[config.mk]
export PLATFORM = sky130hd
export DESIGN_NAME = serial_add_ctrl
export DESIGN_NICKNAME = d
export VERILOG_FILES = /design/src/rtl/serial_add_ctrl_pkg.sv /design/src/rtl/serial_add_ctrl_fa.sv /design/src/rtl/serial_add_ctrl.sv
export SDC_FILE = /design/constraint.sdc
export NUM_CORES = 1
export LEC_CHECK = 0
export BUFFER_PORTS_ARGS = -buffer_cell sky130_fd_sc_hd__buf_2
export CAP_MARGIN = 10
export CORE_MARGIN = 1.5
export CORE_UTILIZATION = 50
export CTS_CLUSTER_DIAMETER = 40
export DETAILED_ROUTE_END_ITERATION = 16
export PLACE_DENSITY = 0.7
export SLEW_MARGIN = 10
export SYNTH_ARGS = -nofsm -noshare
export SYNTH_HDL_FRONTEND = slang
export SYNTH_SLANG_ARGS = --single-unit
[constraint.sdc]
create_clock -name clk -period 1.3 [get_ports clk]
set_input_delay 0.13 -clock clk [delete_from_list [all_inputs] [get_ports clk]]
set_output_delay 0.13 -clock clk [all_outputs]
set_load 0.1 [all_outputs]
[src/rtl/serial_add_ctrl_pkg.sv]
// Shared types for the bit-serial adder sequencer: FSM encoding and sizing helpers.
package serial_add_ctrl_pkg;

    typedef enum logic [1:0] {
        S_IDLE  = 2'd0,
        S_SHIFT = 2'd1,
        S_DONE  = 2'd2
    } state_t;

    localparam int WIDTH_DEFAULT = 4;

    function automatic int cnt_width(input int w);
        return $clog2(w + 1);
    endfunction

endpackage

[src/rtl/serial_add_ctrl_fa.sv]
// Single-bit full adder cell, purely combinational.
module full_adder (
    input  logic A,
    input  logic B,
    input  logic Cin,
    output logic Y,
    output logic Cout
);

    assign Y    = A ^ B ^ Cin;
    assign Cout = (A & B) | (Cin & (A ^ B));

endmodule

[src/rtl/serial_add_ctrl.sv]
// Bit-serial adder: one full_adder cell reused over WIDTH cycles, LSB first.
// Start accepted at edge k gives a one-cycle done after edge k+WIDTH; start outside IDLE is dropped.
module serial_add_ctrl
    import serial_add_ctrl_pkg::*;
#(
    parameter int WIDTH = WIDTH_DEFAULT
) (
    input  logic             clk,
    input  logic             rst,
    input  logic             start,
    input  logic [WIDTH-1:0] a,
    input  logic [WIDTH-1:0] b,
    input  logic             cin,
    output logic             busy,
    output logic             done,
    output logic [WIDTH-1:0] sum,
    output logic             cout
);

    localparam int CW = cnt_width(WIDTH);

    state_t           state;
    state_t           next_state;
    logic [WIDTH-1:0] a_sh;
    logic [WIDTH-1:0] b_sh;
    logic             carry;
    logic [CW-1:0]    cnt;
    logic             last_bit;
    logic             busy_d;
    logic             done_d;
    logic             fa_y;
    logic             fa_cout;
    logic [WIDTH-1:0] y_msb;

    full_adder u_fa (
        .A    (a_sh[0]),
        .B    (b_sh[0]),
        .Cin  (carry),
        .Y    (fa_y),
        .Cout (fa_cout)
    );

    assign last_bit = (cnt == CW'(WIDTH - 1));
    // New sum bit enters at the MSB so that after WIDTH shifts bit 0 lands in sum[0].
    assign y_msb    = WIDTH'(fa_y) << (WIDTH - 1);

    always_ff @(posedge clk or posedge rst) begin
        if (rst) begin
            state <= S_IDLE;
        end else begin
            state <= next_state;
        end
    end

    always_comb begin
        next_state = state;
        case (state)
            S_IDLE:  if (start) next_state = S_SHIFT;
            S_SHIFT: if (last_bit) next_state = S_DONE;
            S_DONE:  next_state = S_IDLE;
            default: next_state = S_IDLE;
        endcase
    end

    // Status is decoded from the next state and registered, keeping outputs flop-driven.
    always_comb begin
        busy_d = (next_state == S_SHIFT);
        done_d = (next_state == S_DONE);
    end

    always_ff @(posedge clk or posedge rst) begin
        if (rst) begin
            busy <= 1'b0;
            done <= 1'b0;
        end else begin
            busy <= busy_d;
            done <= done_d;
        end
    end

    always_ff @(posedge clk or posedge rst) begin
        if (rst) begin
            a_sh  <= '0;
            b_sh  <= '0;
            carry <= 1'b0;
            cnt   <= '0;
            sum   <= '0;
            cout  <= 1'b0;
        end else begin
            case (state)
                S_IDLE: begin
                    if (start) begin
                        a_sh  <= a;
                        b_sh  <= b;
                        carry <= cin;
                        cnt   <= '0;
                        sum   <= '0;
                        cout  <= 1'b0;
                    end
                end
                S_SHIFT: begin
                    a_sh  <= a_sh >> 1;
                    b_sh  <= b_sh >> 1;
                    sum   <= (sum >> 1) | y_msb;
                    carry <= fa_cout;
                    cnt   <= cnt + CW'(1);
                    if (last_bit) cout <= fa_cout;
                end
                default: ;
            endcase
        end
    end

endmodule

==> results of run 1 <==
==> cell usage after synthesis <==
library cell	instances
a21oi_1	2
buf_6	1
a22o_1	6
inv_1	6
nor2b_4	1
nand2b_1	2
dfrtp_1	21
nand2_1	3
nor2b_1	2
buf_2	2
a221oi_2	1
o211ai_1	1
o21ai_0	2
nor3_2	1
nand3_1	1
o22ai_1	1
o21ba_4	1
o21bai_1	1
nor3_1	11
o32ai_1	2
ha_1	2
nor3b_1	4
a211oi_2	1
fa_1	1
nor2_1	5
or2b_1	1
and2_1	2
buf_4	2
==> cells in the final DEF (no fill, tap or decap), drive strengths merged <==
master	n
fa	1
ha	2
inv	6
o211ai	1
nand3	1
nor2b	3
nor2	5
nand2b	2
a211oi	1
nand2	3
dlygate4sd3	1
dfrtp	21
or2b	1
o21ai	2
a21oi	2
o22ai	1
nor3b	4
clkinv	1
o21ba	1
and2	2
o32ai	2
buf	23
nor3	12
a221oi	1
clkbuf	6
o21bai	1
a22o	6
==> per-layer routing <==
metal	part of all wire	GRT usage	vias to the layer above
li1	-	-	353
met1	0.46	0.246	344
met2	0.52	0.348	11
met3	0.025	0.0462	0
met4	0	0.0500	0
met5	0	0	-
==> area by class of cell <==
cell class | instances | share of cell area
clock buffers | 3 | 0.0191
well taps | 25 | 0.0265
inverters | 6 | 0.0191
flip-flops and latches | 21 | 0.445
multi-input cells | 54 | 0.344
repair buffers | 27 | 0.142
clock inverters | 1 | 0.00424
==> worst max-delay path by stage <==
| stage | to | slack, ns | cells after the start |
|---|---|---|---|
| after floorplan | cout | 0.04 | 2 |
| after global placement | cout | 0.06 | 4 |
| after detailed placement | cout | 0.02 | 4 |
| after CTS | cout | 0.006 | 1 |
| after global routing | cout | 0.003 | 4 |
| final | sum[3] | 0.06 | 1 |
==> power by group <==
part / internal (mW) / leakage, nW / switching [mW] / total [mW]
Combinational: 0.651 / 0.296 / 1.16 / 1.81
Sequential: 0.932 / 0.261 / 0.180 / 1.11
Clock: 0.115 / 0.0177 / 0.198 / 0.313
==> state kept, by name (all words and copies together), names as in the netlist <==
register / count
cout: 1
cnt: 3
a_sh: 4
busy: 1
state: 2
carry: 1
b_sh: 4
sum: 4
done: 1
==> metrics by stage <==
stage / utilization / total power [mW]
6_report: 0.662 / 3.23
2_1_floorplan: - / 2.52
5_1_grt: 0.662 / 3.52
3_3_place_gp: 0.623 / 2.84
3_5_place_dp: 0.623 / 2.88
4_1_cts: 0.648 / 3.21
==> cell families after synthesis <==
| family | count (synthesis) |
|---|---|
| fa+ha+maj | 3 |
| simple gates | 33 |
| buf+inv | 11 |
| compound gates | 18 |
| flops | 21 |
==> timing repair <==
| item | in CTS | in global routing |
|---|---|---|
| hold buffers | 1 | 0 |
| hold endpoints to repair | 21 | 0 |
| endpoints found under the setup margin | 1 | 11 |
| cloned | 0 | 0 |
| pin swaps | 0 | 0 |
| buffers inserted | 1 | 0 |
| gates resized for setup | 0 | 7 |
==> reports/qor.log, run 1 <==
qor: worst_setup_path.cp_top_family buffers and inverters
qor: final_layout.multi_input_gate_area_in_the_final_layout 407 um^2
qor: synthesis.synth_compound_gate_area_share 0.159
qor: final_layout.num-nets-final 128
qor: sta.worst_slew_pin_slew 0.484 ns
qor: placement.placement.cell_area 1110 um^2
qor: final_layout.post_route_cells_drive_above_1_share 0.348
qor: worst_setup_path.worst-r2r-setup-slack 0.07 ns
qor: floorplanning.die_area 2220 um^2
qor: floorplanning.core_area 1780 um^2
qor: worst_setup_path.critical_path.reg2reg.startpoint cnt[0]
qor: floorplanning.die_w 47.1 um
qor: floorplanning.floorplan.die.height 47.1 um
qor: sta.slew_headroom 0.680
qor: worst_setup_path.crit_path_cell_trace buf_2
qor: clocking.clkLatencyLatePin 0.30 ns
qor: final_layout.insertedDiodeCount 0
qor: final_layout.area_delta_synth_final 21.3%
qor: sta.grt_setup_unrepaired false
qor: sta.finalMaxSlewViolations 0
qor: synthesis.netlist.top_cell.by_area dfrtp_1
qor: placement.place.port_buffers 18
qor: grt.gr-total-overflow 0
qor: synthesis.mappedNetlistNets 101
qor: clocking.clkSlewWorstSetupHoldPaths 0.12 ns
qor: floorplanning.floorplan.io_pins 19
qor: clocking.cts_made_buffers 3
qor: detailed_routing.detail_route.wl_per_cell 12.4 um
qor: worst_hold_path.worst_hold_path.num_cells 2
qor: worst_hold_path.hold_path.class input pin to flip-flop
qor: clocking.tritoncts_num_sinks 21
qor: worst_setup_path.reg2reg_depth 4
qor: clocking.clock_tree.root_cell clkbuf_4
qor: placement.post-place-cells 131
qor: floorplanning.core.rowCount 15
qor: synthesis.synthesis.instances 86
qor: worst_hold_path.min-delay-start b[3]
qor: synthesis.post_synth_mux_area_share 0
qor: run.cap_viol_max_count 0
qor: worst_setup_path.critPathLaunch sum[3]
qor: placement.place_worst_setup_slack 0.0202 ns
qor: detailed_routing.detail_route.drc_violations 0
qor: final_layout.finalInstanceArea 1180 um^2
qor: synthesis.synth_fa_ha_area_frac 0.0463
qor: worst_setup_path.crit_path_top_delay_cell buf_2
qor: worst_setup_path.critical_path.max_stage_delay 0.43 ns
qor: detailed_routing.drt-total-wl 1700 um
qor: worst_setup_path.worstPathBufferInverterCount 1
qor: sta.fin_crit_sh 0.952
qor: worst_setup_path.critical_path.startpoint_type flip-flop
qor: detailed_routing.ant_nets 0
qor: worst_setup_path.crit_type flip-flop to primary output
qor: grt.first_pass_grt_wire_length 3070 um
qor: pwr.cell_pwr_density 2740 nW/um^2
qor: placement.routabilityCongestion 0.717
qor: synthesis.synth_top_family_by_area simple AND/OR/NAND/NOR gates
qor: grt.grt_pass1_vias 719
qor: synthesis.netlist_area 973 um^2
qor: sta.post-route-worst-setup-slack 0.0626 ns
qor: sta.setup_total_negative_slack 0 ns
qor: placement.place_hpwl 1270 um
qor: synthesis.postSynthRegisterBits 21
qor: detailed_routing.route.detailed.vias_per_inst 5.17
qor: synthesis.yosys_warnings 0
qor: detailed_routing.drt_iter0_markers 5
qor: grt.global_route.usage.total 0.198
qor: final_layout.seq_area 526 um^2
qor: outcome.status finished, final reports clean
qor: detailed_routing.iteration_count_of_the_initial_detailed_routing_pass 2
qor: pwr.p_leak 0.574 nW
qor: worst_setup_path.critical_path_end_type primary output
qor: synthesis.post_synth.cell_area_avg 11.3 um^2
qor: worst_setup_path.timing.critical_path.arrival 1.11 ns
qor: clocking.cts-root-to-sink-buffers 2
qor: sta.maximum_operating_frequency 808 MHz
qor: synthesis.part_of_the_yosys_area_used_for_sequential_elements 0.540
qor: sta.setup_viol_count_final 0
qor: sta.fin_worst_skew 0.00642 ns
qor: final_layout.final.fill_count 158
qor: floorplanning.start_util 0.546
qor: worst_hold_path.worstHoldEndpoint b_sh[3]
qor: detailed_routing.vias 708
qor: clocking.ctsHtreeMaxLevel 1
qor: sta.final.min_clock_period 1.24 ns
qor: clocking.cts_tree yes
qor: grt.pin_count_of_the_biggest_net_entering_global_routing 22
qor: sta.tightest_hold_margin 0.0363 ns
qor: synthesis.synth_xor_area_frac 0
qor: worst_setup_path.crit_path_max_fanout 3
qor: sta.final_hold_viol_count 0
qor: worst_setup_path.worstReg2RegEnd cout
qor: synthesis.yosys.area.top_type_share 0.540
qor: pwr.ir_worst_vdd 1.47 mV
qor: grt.antenna_violations_before_repair 0
qor: synthesis.yosys.cell_types.count 28
qor: final_layout.final_cell_count_no_fill 137
qor: worst_setup_path.worst-endpoint-required 1.17 ns
qor: synthesis.area_contributors_post_synth dfrtp_1 54%, nor3_1 5.7%, a22o_1 5.4%, nor3b_1 3.1%, ha_1 2.6%
qor: synthesis.post_synthesis_share_of_cell_area_spent_on_and_or_nand_and_nor_gates 0.194
(Power assumes the default switching activity.)
==> run 2: changes to the inputs <==
==> constraint.sdc (replaced) <==
create_clock -name clk -period 1.3 [get_ports clk]
set_input_delay 0.13 -clock clk [delete_from_list [all_inputs] [get_ports clk]]
set_output_delay 0.13 -clock clk [all_outputs]
set_load 0.01 [all_outputs]
==> reports/qor.log, run 2 (same netlist as run 1, synthesis figures left out) <==
qor: grt.first_pass_grt_wire_length 3070 um [unchanged]
qor: floorplanning.core_area 1780 um^2 [unchanged]
qor: clocking.clkLatencyLatePin 0.30 ns [about the same]
qor: sta.tightest_hold_margin 0.0367 ns [was 0.0363 ns]
qor: detailed_routing.route.detailed.vias_per_inst 5.16 [was 5.17]
qor: final_layout.final_cell_count_no_fill 137 [unchanged]
qor: floorplanning.die_area 2220 um^2 [unchanged]
qor: grt.grt_pass1_vias 719 [unchanged]
qor: sta.fin_worst_skew 0.00608 ns [was 0.00642 ns]
qor: worst_setup_path.timing.critical_path.arrival 1.46 ns [was 1.11 ns]
qor: detailed_routing.detail_route.drc_violations 0 [unchanged]
qor: worst_setup_path.reg2reg_depth 4 [unchanged]
qor: grt.gr-total-overflow 0 [unchanged]
qor: clocking.cts_made_buffers 3 [unchanged]
qor: detailed_routing.drt_iter0_markers 5 [unchanged]
qor: placement.place_hpwl 1270 um [unchanged]
qor: floorplanning.start_util 0.546 [unchanged]
qor: pwr.netSwitchingFraction 0.368 [was 0.475]
qor: grt.pin_count_of_the_biggest_net_entering_global_routing 22 [unchanged]
qor: worst_setup_path.critPathLaunch cnt[0] [was sum[3]]
qor: worst_hold_path.worst_hold_path.num_cells 2 [unchanged]
qor: worst_setup_path.critical_path_end_type flip-flop [was primary output]
qor: detailed_routing.vias 707 [was 708]
qor: sta.finalMaxSlewViolations 0 [unchanged]
qor: detailed_routing.iteration_count_of_the_initial_detailed_routing_pass 2 [unchanged]
qor: clocking.clock_tree.root_cell clkbuf_4 [unchanged]
qor: placement.routabilityCongestion 0.717 [unchanged]
qor: clocking.clkSlewWorstSetupHoldPaths 0.12 ns [about the same]
qor: worst_hold_path.min-delay-start b[3] [unchanged]
qor: placement.place_worst_setup_slack 0.0202 ns [unchanged]
qor: detailed_routing.ant_nets 0 [unchanged]
qor: worst_setup_path.critical_path.reg2reg.startpoint cnt[0] [unchanged]
qor: final_layout.num-nets-final 128 [unchanged]
qor: placement.post-place-cells 131 [unchanged]
qor: placement.place.port_buffers 18 [unchanged]
qor: final_layout.largest_registers a_sh (4), b_sh (4), sum (4) [unchanged]
qor: floorplanning.floorplan.io_pins 19 [unchanged]
qor: worst_hold_path.hold_path.class input pin to flip-flop [unchanged]
qor: worst_hold_path.worstHoldEndpoint b_sh[3] [unchanged]
qor: worst_setup_path.worst-r2r-setup-slack 0.07 ns [about the same]
qor: final_layout.layout.cells.most_common_list 21 x dfrtp_1, 18 x buf_2, 10 x nor3_1, 8 x buf_4 [was 21 x dfrtp_1, 15 x buf_2, 10 x nor3_1, 8 x buf_4]
qor: pwr.fin_total_pwr 2.66 mW [was 3.23 mW]
qor: pwr.p_seq_frac 0.418 [was 0.344]
qor: detailed_routing.detail_route.wl_per_cell 12.4 um [about the same]
qor: floorplanning.floorplan.die.height 47.1 um [unchanged]
qor: pwr.cell_pwr_density 2260 nW/um^2 [was 2740 nW/um^2]
qor: sta.final_hold_viol_count 0 [unchanged]
qor: detailed_routing.met3RoutedLength 42 um [was 43 um]
qor: outcome.status finished, final reports clean [unchanged]
qor: placement.placement.cell_area 1110 um^2 [unchanged]
qor: final_layout.post-route-util 0.658 [was 0.662]
qor: pwr.power_switching 0.977 mW [was 1.54 mW]
qor: worst_setup_path.critical_path.startpoint_type flip-flop [unchanged]
qor: floorplanning.core.rowCount 15 [unchanged]
qor: sta.setup_total_negative_slack 0 ns [unchanged]
qor: worst_setup_path.worst-endpoint-required 1.53 ns [was 1.17 ns]
qor: final_layout.finalInstanceArea 1170 um^2 [was 1180 um^2]
qor: run.cap_viol_max_count 0 [unchanged]
qor: worst_setup_path.worstReg2RegEnd cout [unchanged]
qor: worst_setup_path.crit_type flip-flop to flip-flop [was flip-flop to primary output]
qor: pwr.share_comb_of_total_power 0.465 [was 0.559]
qor: clocking.cts_tree yes [unchanged]
qor: final_layout.layout_commonest_cell dfrtp_1 [unchanged]
qor: detailed_routing.drt-met1-wl 775 um [was 774 um]
qor: grt.global_route.usage.total 0.198 [unchanged]
qor: clocking.cts-root-to-sink-buffers 2 [unchanged]
qor: grt.antenna_violations_before_repair 0 [unchanged]
qor: detailed_routing.maxUsedRoutingLayer met3 [unchanged]
qor: clocking.ctsHtreeMaxLevel 1 [unchanged]
qor: sta.post-route-worst-setup-slack 0.0688 ns [was 0.0626 ns]
qor: final_layout.final.fill_count 158 [unchanged]
qor: clocking.tritoncts_num_sinks 21 [unchanged]
qor: pwr.cell_internal_pwr 1.68 mW [was 1.70 mW]
qor: sta.maximum_operating_frequency 812 MHz [was 808 MHz]
qor: floorplanning.die_w 47.1 um [unchanged]
qor: worst_setup_path.crit_path_max_fanout 4 [was 3]
qor: detailed_routing.detailroute.wirelength.met2 876 um [was 880 um]
qor: detailed_routing.drt-total-wl 1690 um [was 1700 um]
qor: final_layout.insertedDiodeCount 0 [unchanged]
qor: sta.final.min_clock_period 1.23 ns [was 1.24 ns]
qor: final_layout.area_delta_synth_final 20.6% [was 21.3%]
qor: pwr.ir_worst_vdd 1.41 mV [was 1.47 mV]
qor: pwr.p_leak 0.574 nW [about the same]
qor: sta.worst_slew_pin_slew 0.270 ns [was 0.484 ns]
qor: final_layout.post_route_cells_drive_above_1_share 0.348 [unchanged]
qor: pwr.p_clk_frac 0.118 [was 0.097]
qor: sta.slew_headroom 0.820 [was 0.680]
qor: sta.grt_setup_unrepaired false [unchanged]
qor: sta.fin_crit_sh 0.947 [was 0.952]
qor: sta.setup_viol_count_final 0 [unchanged]
## run 2: layout make-up
class	count	area [um^2]	share of cell area
repair buffers	27	160	0.136
well taps	25	31.3	0.0267
clock inverters	1	5.00	0.00426
inverters	6	22.5	0.0192
flip-flops and latches	21	526	0.448
clock buffers	3	22.5	0.0192
multi-input cells	54	407	0.346
## run 2: power by group through the flow
| stage | Clock [mW] | Sequential (mW) | Combinational (mW) |
|---|---|---|---|
| after CTS | 0.318 | 1.11 | 1.23 |
| after floorplan | 0 | 1.11 | 0.872 |
| after global placement | 0 | 1.11 | 1.18 |
| final | 0.313 | 1.11 | 1.24 |
| after global routing | 0.357 | 1.15 | 1.44 |
| after detailed placement | 0 | 1.12 | 1.20 |
## run 2: layer usage
metal	vias up	GRT usage
met5	-	0
met4	0	0.0500
met3	0	0.0462
met2	11	0.348
met1	343	0.246
li1	353	-
## run 2: timing repair
action	4_1_cts	5_1_grt
endpoints found under the hold margin	21	0
setup endpoints to repair	1	8
hold buffers	1	0
setup buffers	1	0
resized for setup	0	4
## run 2: critical path, cell delays in order, from the launching register on
cell      delay, ns
dfrtp_1        0.40
ha_1           0.20
ha_1           0.22
nand2b_4       0.16
o211ai_1       0.16
## run 2: worst max-delay path by stage
stage,cells after the start,end
3_5_place_dp,4,cout
3_3_place_gp,4,cout
2_1_floorplan,4,cout
4_1_cts,4,cout
5_1_grt,4,cout
6_report,4,cout
